[src/rtl/riscv_pkg.sv]
// Shared RISC-V pipeline definitions: write-back source select and load funct3 encodings.
package riscv_pkg;

  typedef enum logic [1:0] {
    WB_ALU = 2'd0,
    WB_MEM = 2'd1,
    WB_PC4 = 2'd2,
    WB_RSV = 2'd3
  } wb_sel_e;

  localparam logic [2:0] LB  = 3'b000;
  localparam logic [2:0] LH  = 3'b001;
  localparam logic [2:0] LW  = 3'b010;
  localparam logic [2:0] LBU = 3'b100;
  localparam logic [2:0] LHU = 3'b101;

endpackage

[src/rtl/riscv_writeback_if.sv]
// Write-back stage bundle: memory-stage inputs and register-file / retire outputs.
interface riscv_writeback_if #(
  parameter int XLEN     = 32,
  parameter int RETIRE_W = 32
);
  logic                valid_i;
  logic                stall_i;
  logic                flush_i;
  logic [4:0]          rd_i;
  logic                reg_wen_i;
  logic [1:0]          wb_sel_i;
  logic [2:0]          funct3_i;
  logic [XLEN-1:0]     alu_result_i;
  logic [XLEN-1:0]     pc_i;
  logic [XLEN-1:0]     mem_rdata_i;
  logic [XLEN-1:0]     DataD_o;
  logic [4:0]          AddrD_o;
  logic                RegWEn_o;
  logic                wb_valid_o;
  logic                misalign_o;
  logic [RETIRE_W-1:0] retired_o;

  modport master (
    output valid_i, stall_i, flush_i, rd_i, reg_wen_i, wb_sel_i, funct3_i,
           alu_result_i, pc_i, mem_rdata_i,
    input  DataD_o, AddrD_o, RegWEn_o, wb_valid_o, misalign_o, retired_o
  );

  modport slave (
    input  valid_i, stall_i, flush_i, rd_i, reg_wen_i, wb_sel_i, funct3_i,
           alu_result_i, pc_i, mem_rdata_i,
    output DataD_o, AddrD_o, RegWEn_o, wb_valid_o, misalign_o, retired_o
  );
endinterface

[src/rtl/riscv_load_align.sv]
// Load data extraction from an aligned word, sign/zero extension and misalign detection.
module riscv_load_align
  import riscv_pkg::*;
#(
  parameter int XLEN = 32
) (
  input  logic [2:0]      funct3_i,
  input  logic [1:0]      offset_i,
  input  logic [XLEN-1:0] rdata_i,
  input  logic            is_load_i,
  output logic [XLEN-1:0] data_o,
  output logic            misalign_o
);

  logic [7:0]  byte_sel;
  logic [15:0] half_sel;
  logic        bad;

  always_comb begin
    case (offset_i)
      2'd0:    byte_sel = rdata_i[7:0];
      2'd1:    byte_sel = rdata_i[15:8];
      2'd2:    byte_sel = rdata_i[23:16];
      default: byte_sel = rdata_i[31:24];
    endcase
    half_sel = offset_i[1] ? rdata_i[31:16] : rdata_i[15:0];
  end

  // Unsupported funct3 values fall through as misaligned with zero data.
  always_comb begin
    data_o = '0;
    bad    = 1'b1;
    case (funct3_i)
      LB: begin
        data_o = {{(XLEN-8){byte_sel[7]}}, byte_sel};
        bad    = 1'b0;
      end
      LBU: begin
        data_o = {{(XLEN-8){1'b0}}, byte_sel};
        bad    = 1'b0;
      end
      LH: begin
        data_o = {{(XLEN-16){half_sel[15]}}, half_sel};
        bad    = offset_i[0];
      end
      LHU: begin
        data_o = {{(XLEN-16){1'b0}}, half_sel};
        bad    = offset_i[0];
      end
      LW: begin
        data_o = rdata_i;
        bad    = |offset_i;
      end
      default: ;
    endcase
  end

  assign misalign_o = is_load_i & bad;

endmodule

[src/rtl/riscv_writeback.sv]
// Write-back stage: one stage register feeding register-file write port and retire counter.
module riscv_writeback
  import riscv_pkg::*;
#(
  parameter int XLEN     = 32,
  parameter int RETIRE_W = 32
) (
  input  logic            clk_i,
  input  logic            rst_i,
  riscv_writeback_if.slave wb
);

  logic                valid_q;
  logic                new_q;
  logic                reg_wen_q;
  logic [4:0]          rd_q;
  wb_sel_e             wb_sel_q;
  logic [2:0]          funct3_q;
  logic [XLEN-1:0]     alu_q;
  logic [XLEN-1:0]     pc_q;
  logic [XLEN-1:0]     rdata_q;
  logic [RETIRE_W-1:0] retired_q;
  logic [RETIRE_W-1:0] retired_d;

  logic [XLEN-1:0]     load_data;
  logic [XLEN-1:0]     result;
  logic                misalign;
  logic                wb_valid;

  riscv_load_align #(.XLEN(XLEN)) u_align (
    .funct3_i   (funct3_q),
    .offset_i   (alu_q[1:0]),
    .rdata_i    (rdata_q),
    .is_load_i  (wb_sel_q == WB_MEM),
    .data_o     (load_data),
    .misalign_o (misalign)
  );

  always_comb begin
    case (wb_sel_q)
      WB_ALU:  result = alu_q;
      WB_MEM:  result = load_data;
      WB_PC4:  result = pc_q + {{(XLEN-3){1'b0}}, 3'd4};
      default: result = '0;
    endcase
  end

  // new_q marks the first cycle an instruction is presented; stall repeats do not retire again.
  assign wb_valid  = valid_q & new_q & ~misalign;
  assign retired_d = retired_q + {{(RETIRE_W-1){1'b0}}, wb_valid};

  always_ff @(posedge clk_i) begin
    if (rst_i) begin
      valid_q   <= 1'b0;
      new_q     <= 1'b0;
      reg_wen_q <= 1'b0;
      rd_q      <= '0;
      wb_sel_q  <= WB_ALU;
      funct3_q  <= '0;
      alu_q     <= '0;
      pc_q      <= '0;
      rdata_q   <= '0;
      retired_q <= '0;
    end else begin
      retired_q <= retired_d;
      if (wb.flush_i) begin
        valid_q <= 1'b0;
        new_q   <= 1'b0;
      end else if (wb.stall_i) begin
        new_q <= 1'b0;
      end else begin
        valid_q <= wb.valid_i;
        new_q   <= wb.valid_i;
        if (wb.valid_i) begin
          reg_wen_q <= wb.reg_wen_i;
          rd_q      <= wb.rd_i;
          wb_sel_q  <= wb_sel_e'(wb.wb_sel_i);
          funct3_q  <= wb.funct3_i;
          alu_q     <= wb.alu_result_i;
          pc_q      <= wb.pc_i;
          rdata_q   <= wb.mem_rdata_i;
        end
      end
    end
  end

  // Write enable is also blocked during reset so nothing lands on the reset edge.
  assign wb.DataD_o    = valid_q ? result : '0;
  assign wb.AddrD_o    = valid_q ? rd_q : 5'd0;
  assign wb.RegWEn_o   = valid_q & reg_wen_q & (rd_q != 5'd0) & ~misalign & ~rst_i;
  assign wb.wb_valid_o = wb_valid;
  assign wb.misalign_o = valid_q & new_q & misalign;
  assign wb.retired_o  = retired_d;

endmodule

[src/flat_wrapper.sv]
// flat-port wrapper written by rule: the top's interface ports become plain ports
module riscv_writeback_flat import riscv_pkg::*;
#(
  parameter int XLEN     = 32,
  parameter int RETIRE_W = 32
)
  (clk_i, rst_i, wb_valid_i, wb_stall_i, wb_flush_i, wb_rd_i, wb_reg_wen_i, wb_wb_sel_i, wb_funct3_i, wb_alu_result_i, wb_pc_i, wb_mem_rdata_i, wb_DataD_o, wb_AddrD_o, wb_RegWEn_o, wb_wb_valid_o, wb_misalign_o, wb_retired_o);
  riscv_writeback_if #(.XLEN(XLEN), .RETIRE_W(RETIRE_W)) wb_i ();
  input  logic clk_i;
  input  logic rst_i;
  input wire logic [$bits(wb_i.valid_i)-1:0] wb_valid_i;
  input wire logic [$bits(wb_i.stall_i)-1:0] wb_stall_i;
  input wire logic [$bits(wb_i.flush_i)-1:0] wb_flush_i;
  input wire logic [$bits(wb_i.rd_i)-1:0] wb_rd_i;
  input wire logic [$bits(wb_i.reg_wen_i)-1:0] wb_reg_wen_i;
  input wire logic [$bits(wb_i.wb_sel_i)-1:0] wb_wb_sel_i;
  input wire logic [$bits(wb_i.funct3_i)-1:0] wb_funct3_i;
  input wire logic [$bits(wb_i.alu_result_i)-1:0] wb_alu_result_i;
  input wire logic [$bits(wb_i.pc_i)-1:0] wb_pc_i;
  input wire logic [$bits(wb_i.mem_rdata_i)-1:0] wb_mem_rdata_i;
  output wire logic [$bits(wb_i.DataD_o)-1:0] wb_DataD_o;
  output wire logic [$bits(wb_i.AddrD_o)-1:0] wb_AddrD_o;
  output wire logic [$bits(wb_i.RegWEn_o)-1:0] wb_RegWEn_o;
  output wire logic [$bits(wb_i.wb_valid_o)-1:0] wb_wb_valid_o;
  output wire logic [$bits(wb_i.misalign_o)-1:0] wb_misalign_o;
  output wire logic [$bits(wb_i.retired_o)-1:0] wb_retired_o;
  assign wb_i.valid_i = wb_valid_i;
  assign wb_i.stall_i = wb_stall_i;
  assign wb_i.flush_i = wb_flush_i;
  assign wb_i.rd_i = wb_rd_i;
  assign wb_i.reg_wen_i = wb_reg_wen_i;
  assign wb_i.wb_sel_i = wb_wb_sel_i;
  assign wb_i.funct3_i = wb_funct3_i;
  assign wb_i.alu_result_i = wb_alu_result_i;
  assign wb_i.pc_i = wb_pc_i;
  assign wb_i.mem_rdata_i = wb_mem_rdata_i;
  assign wb_DataD_o = wb_i.DataD_o;
  assign wb_AddrD_o = wb_i.AddrD_o;
  assign wb_RegWEn_o = wb_i.RegWEn_o;
  assign wb_wb_valid_o = wb_i.wb_valid_o;
  assign wb_misalign_o = wb_i.misalign_o;
  assign wb_retired_o = wb_i.retired_o;
  riscv_writeback #(.XLEN(XLEN), .RETIRE_W(RETIRE_W)) u_core (.clk_i(clk_i), .rst_i(rst_i), .wb(wb_i));
endmodule
[config.mk]
export PLATFORM = sky130hd
export DESIGN_NAME = riscv_writeback_flat
export DESIGN_NICKNAME = d
export VERILOG_FILES = /design/src/rtl/riscv_pkg.sv /design/src/rtl/riscv_writeback_if.sv /design/src/rtl/riscv_load_align.sv /design/src/rtl/riscv_writeback.sv /design/src/flat_wrapper.sv
export SDC_FILE = /design/constraint.sdc
export NUM_CORES = 1
export LEC_CHECK = 0
export BUFFER_PORTS_ARGS = -buffer_cell sky130_fd_sc_hd__buf_2
export CAP_MARGIN = 20
export CORE_ASPECT_RATIO = 0.5
export CORE_MARGIN = 2
export CORE_UTILIZATION = 55
export DETAILED_ROUTE_END_ITERATION = 16
export PLACE_DENSITY = 0.82
export SETUP_SLACK_MARGIN = 0.15
export SLEW_MARGIN = 20
export SYNTH_ARGS = -nofsm -noshare
export SYNTH_HDL_FRONTEND = slang
export SYNTH_SLANG_ARGS = --single-unit
[constraint.sdc]
create_clock -name clk_i -period 6.5 [get_ports clk_i]
set_input_delay 1.3 -clock clk_i [delete_from_list [all_inputs] [get_ports clk_i]]
set_output_delay 1.3 -clock clk_i [all_outputs]
set_load 0.05 [all_outputs]
==> impl_metrics.json <==
{
  "period_needed_ns": 4.945,
  "cts_buffer_depth": 2,
  "ant_nets": 0,
  "path_common_cell": "nor2_1",
  "clock_latency_ns": 0.42,
  "period_share_pct": 76.07,
  "end_kind": "output pin",
  "drc": 0,
  "htree_levels": 4,
  "cts_setup_buffers": 0,
  "path_cells": "nor2b_1 > o21ai_0 > nor2_1 > nor2_1 > ha_1 > ha_1 > nand2_1 > nor2_1 > and4_1 > xor2_1 > buf_2",
  "ios": 184,
  "drive_gt1_share_pct": 22.70,
  "cts_buffers": 17,
  "hold_buffers": 0,
  "dieArea_sq_mm": 0.01427,
  "drt_iter0_drc": 726,
  "critPathKind": "reg -> out",
  "start_kind": "register",
  "synthDistinctLibCells": 56,
  "synthArstFlopShare_pct": 0,
  "row_count": 29,
  "nNetsFinal": 1213,
  "syn_inst": 953,
  "grt_pass1_vias": 6936,
  "core-area_sq_mm": 0.01281,
  "dp_hpwl_um": 15090,
  "start_util_pct": 57.00,
  "cts_tree": "done",
  "area_growth_pct": 21.18,
  "finalMaxSlewViolations": 0,
  "io_buffers": 183,
  "first_pass_iters": 8,
  "wl_um": 21640,
  "worstPathArrival_ns": 3.64,
  "synthFlopType": "dfxtp_1",
  "cts_root_buf": "clkbuf_16",
  "hold_viol_final": 0,
  "ir_drop_mv": 0.1602,
  "vias_per_cell": 5.748,
  "crit_family": "simple AND/OR/NAND/NOR gates",
  "leakagePower_uw": 0.003469,
  "cts_resized": 0,
  "preCtsSetupSlack_ns": 2.056,
  "final_cell_mix": "nand2_1, buf_2, a21oi_1",
  "tightest_slew_ns": 1.067,
  "grt_use_total_pct": 30.15,
  "p_per_area_mw_per_mm2": 231.8,
  "path_clk_slew_ns": 0.06,
  "globalRouteOverflowTotal": 0,
  "synth-edff-count": 0,
  "avgSynthCellArea_sq_um": 7.661,
  "fill_cells": 1069,
  "rsz0062_at_grt": "false",
  "grt_start_max_net_pins": 117,
  "numClockSinks": 141,
  "setup_viol": 0,
  "vias": 7369,
  "fin_ws_ns": 1.555,
  "die_w_um": 166.9,
  "synth-seq-cells": 141,
  "cp_max_fo": 33,
  "grt_pass1_wl_um": 34310,
  "cp.buffers_inverters": 1,
  "hold_class": "reg -> reg",
  "syn-num-nets": 1068,
  "crit_slowest_cell": "dfxtp_1",
  "fmax_mhz": 202.2,
  "crit_required_ns": 5.20,
  "max_cap_viol_count": 0,
  "relSlewSlack_pct": 28.86,
  "fin_tns_setup_ns": 0,
  "status": "completed",
  "antenna_found_initial": 5,
  "syn_area_sq_mm": 0.007301,
  "layout_commonest_cell": "nand2_1",
  "wl_per_cell_um": 16.88,
  "die_h_um": 85.47,
  "cpPeakStageDelay_ns": 1.01,
  "ys_seq_area_share_pct": 38.66,
  "yosysWarnings": 0,
  "place_congestion": 0.9253,
  "fin_skew_ns": 0.01231
}
-- registers in the layout, indices dropped and copies added, names as in the netlist --
name and flops:
u_core.rdata_q 32, u_core.funct3_q 3, u_core.retired_q 32, u_core.valid_q 1, u_core.reg_wen_q 1, u_core.alu_q 32, u_core.pc_q 32, u_core.new_q 1
u_core.rd_q 5, u_core.wb_sel_q 2
-- metrics by stage --
step           power, uW  cells  util (%)  hold slack, ns  instance area, sq um
2_1_floorplan       1012    953         -          0.4315                  7301
6_report            2050   1282     69.07          0.4549                  8847
4_1_cts             2050   1280     68.96          0.4543                  8832
5_1_grt             2109   1281     69.05          0.4711                  8845
3_5_place_dp        1071   1249     64.30          0.4463                  8235
3_3_place_gp        1067   1249     64.30          0.4403                  8235
-- worst paths after layout --
check                startpoint                   end  slack (ns)  cells past startpoint
min reg2reg    u_core.alu_q[12]      u_core.alu_q[12]        0.45                      2
min            u_core.alu_q[12]      u_core.alu_q[12]        0.45                      2
max reg2reg  u_core.wb_sel_q[0]  u_core.retired_q[10]        3.35                     11
max          u_core.wb_sel_q[0]      wb_retired_o[10]        1.56                     11
-- routing by layer --
metal | wire length [um] | vias up | global-route usage [%] | share of wire, %
met2 | 9908 | 365 | 49.27 | 46
li1 | - | 3567 | - | -
met4 | 263 | 2 | 8.386 | 1.2
met5 | 13 | - | 0 | 0.060
met1 | 9142 | 3401 | 38.67 | 42
met3 | 2313 | 34 | 9.841 | 11
-- report_power, final --
group / internal (uW) / total, uW / switching, uW
logic: 59.0 / 141 / 82.2
clock network: 605 / 994 / 389
registers: 887 / 916 / 29.2
-- synth_stat cells, types with 3 or more instances --
master,instances,area (sq um)
clkbuf_1,48,180.2
or3_1,7,43.79
buf_1,5,18.77
and2_1,7,43.79
mux4_2,8,180.2
buf_2,8,40.04
o21ai_0,22,110.1
nor2_1,31,116.4
a22oi_1,9,67.56
xor2_1,18,157.7
nand4_1,14,87.58
o22ai_1,5,31.28
nor3_1,10,50.05
nor2b_1,33,206.5
o31ai_1,3,22.52
and3_1,11,68.82
mux2i_1,7,70.07
o22a_1,6,52.55
nand3_1,28,140.1
nor3b_1,3,22.52
or2_2,4,25.02
inv_1,6,22.52
a222oi_1,6,60.06
dfxtp_1,141,2823
nand3_2,3,30.03
xnor2_1,34,297.8
nor4_1,4,25.02
ha_1,3,37.54
a211oi_1,4,30.03
mux2_2,4,45.04
a21oi_1,153,765.7
and4_1,8,70.07
nand2_1,262,983.4
a21o_1,3,22.52
nand2b_1,7,43.79
-- tightest hold or removal path: stages (launching register included) --
cell and delay [ns]:
dfxtp_1 0.30, nand2_1 0.05, a21oi_1 0.05
-- kinds of logic after synthesis --
logic type	count (synthesis)	share of synthesized area [%]
adder cells (fa/ha/maj)	3	0.5142
buffers and inverters	67	3.582
AND/OR/NAND/NOR	446	29.49
multiplexers	19	4.045
AO/OA/AOI/OAI	225	17.46
XOR/XNOR	52	6.238
flip-flops	141	38.66
-- layout make-up --
class	count	area (sq um)	area share, %
multi-input combinational	745	4235	47.87
sequential	141	2823	31.90
timing repair buffer	187	952.2	10.76
clock buffer	18	429.2	4.851
tap	170	212.7	2.404
clock inverter	13	167.7	1.895
inverter	6	22.52	0.2546
antenna	2	5.005	0.05657
Power figures use the tool's default switching activity.
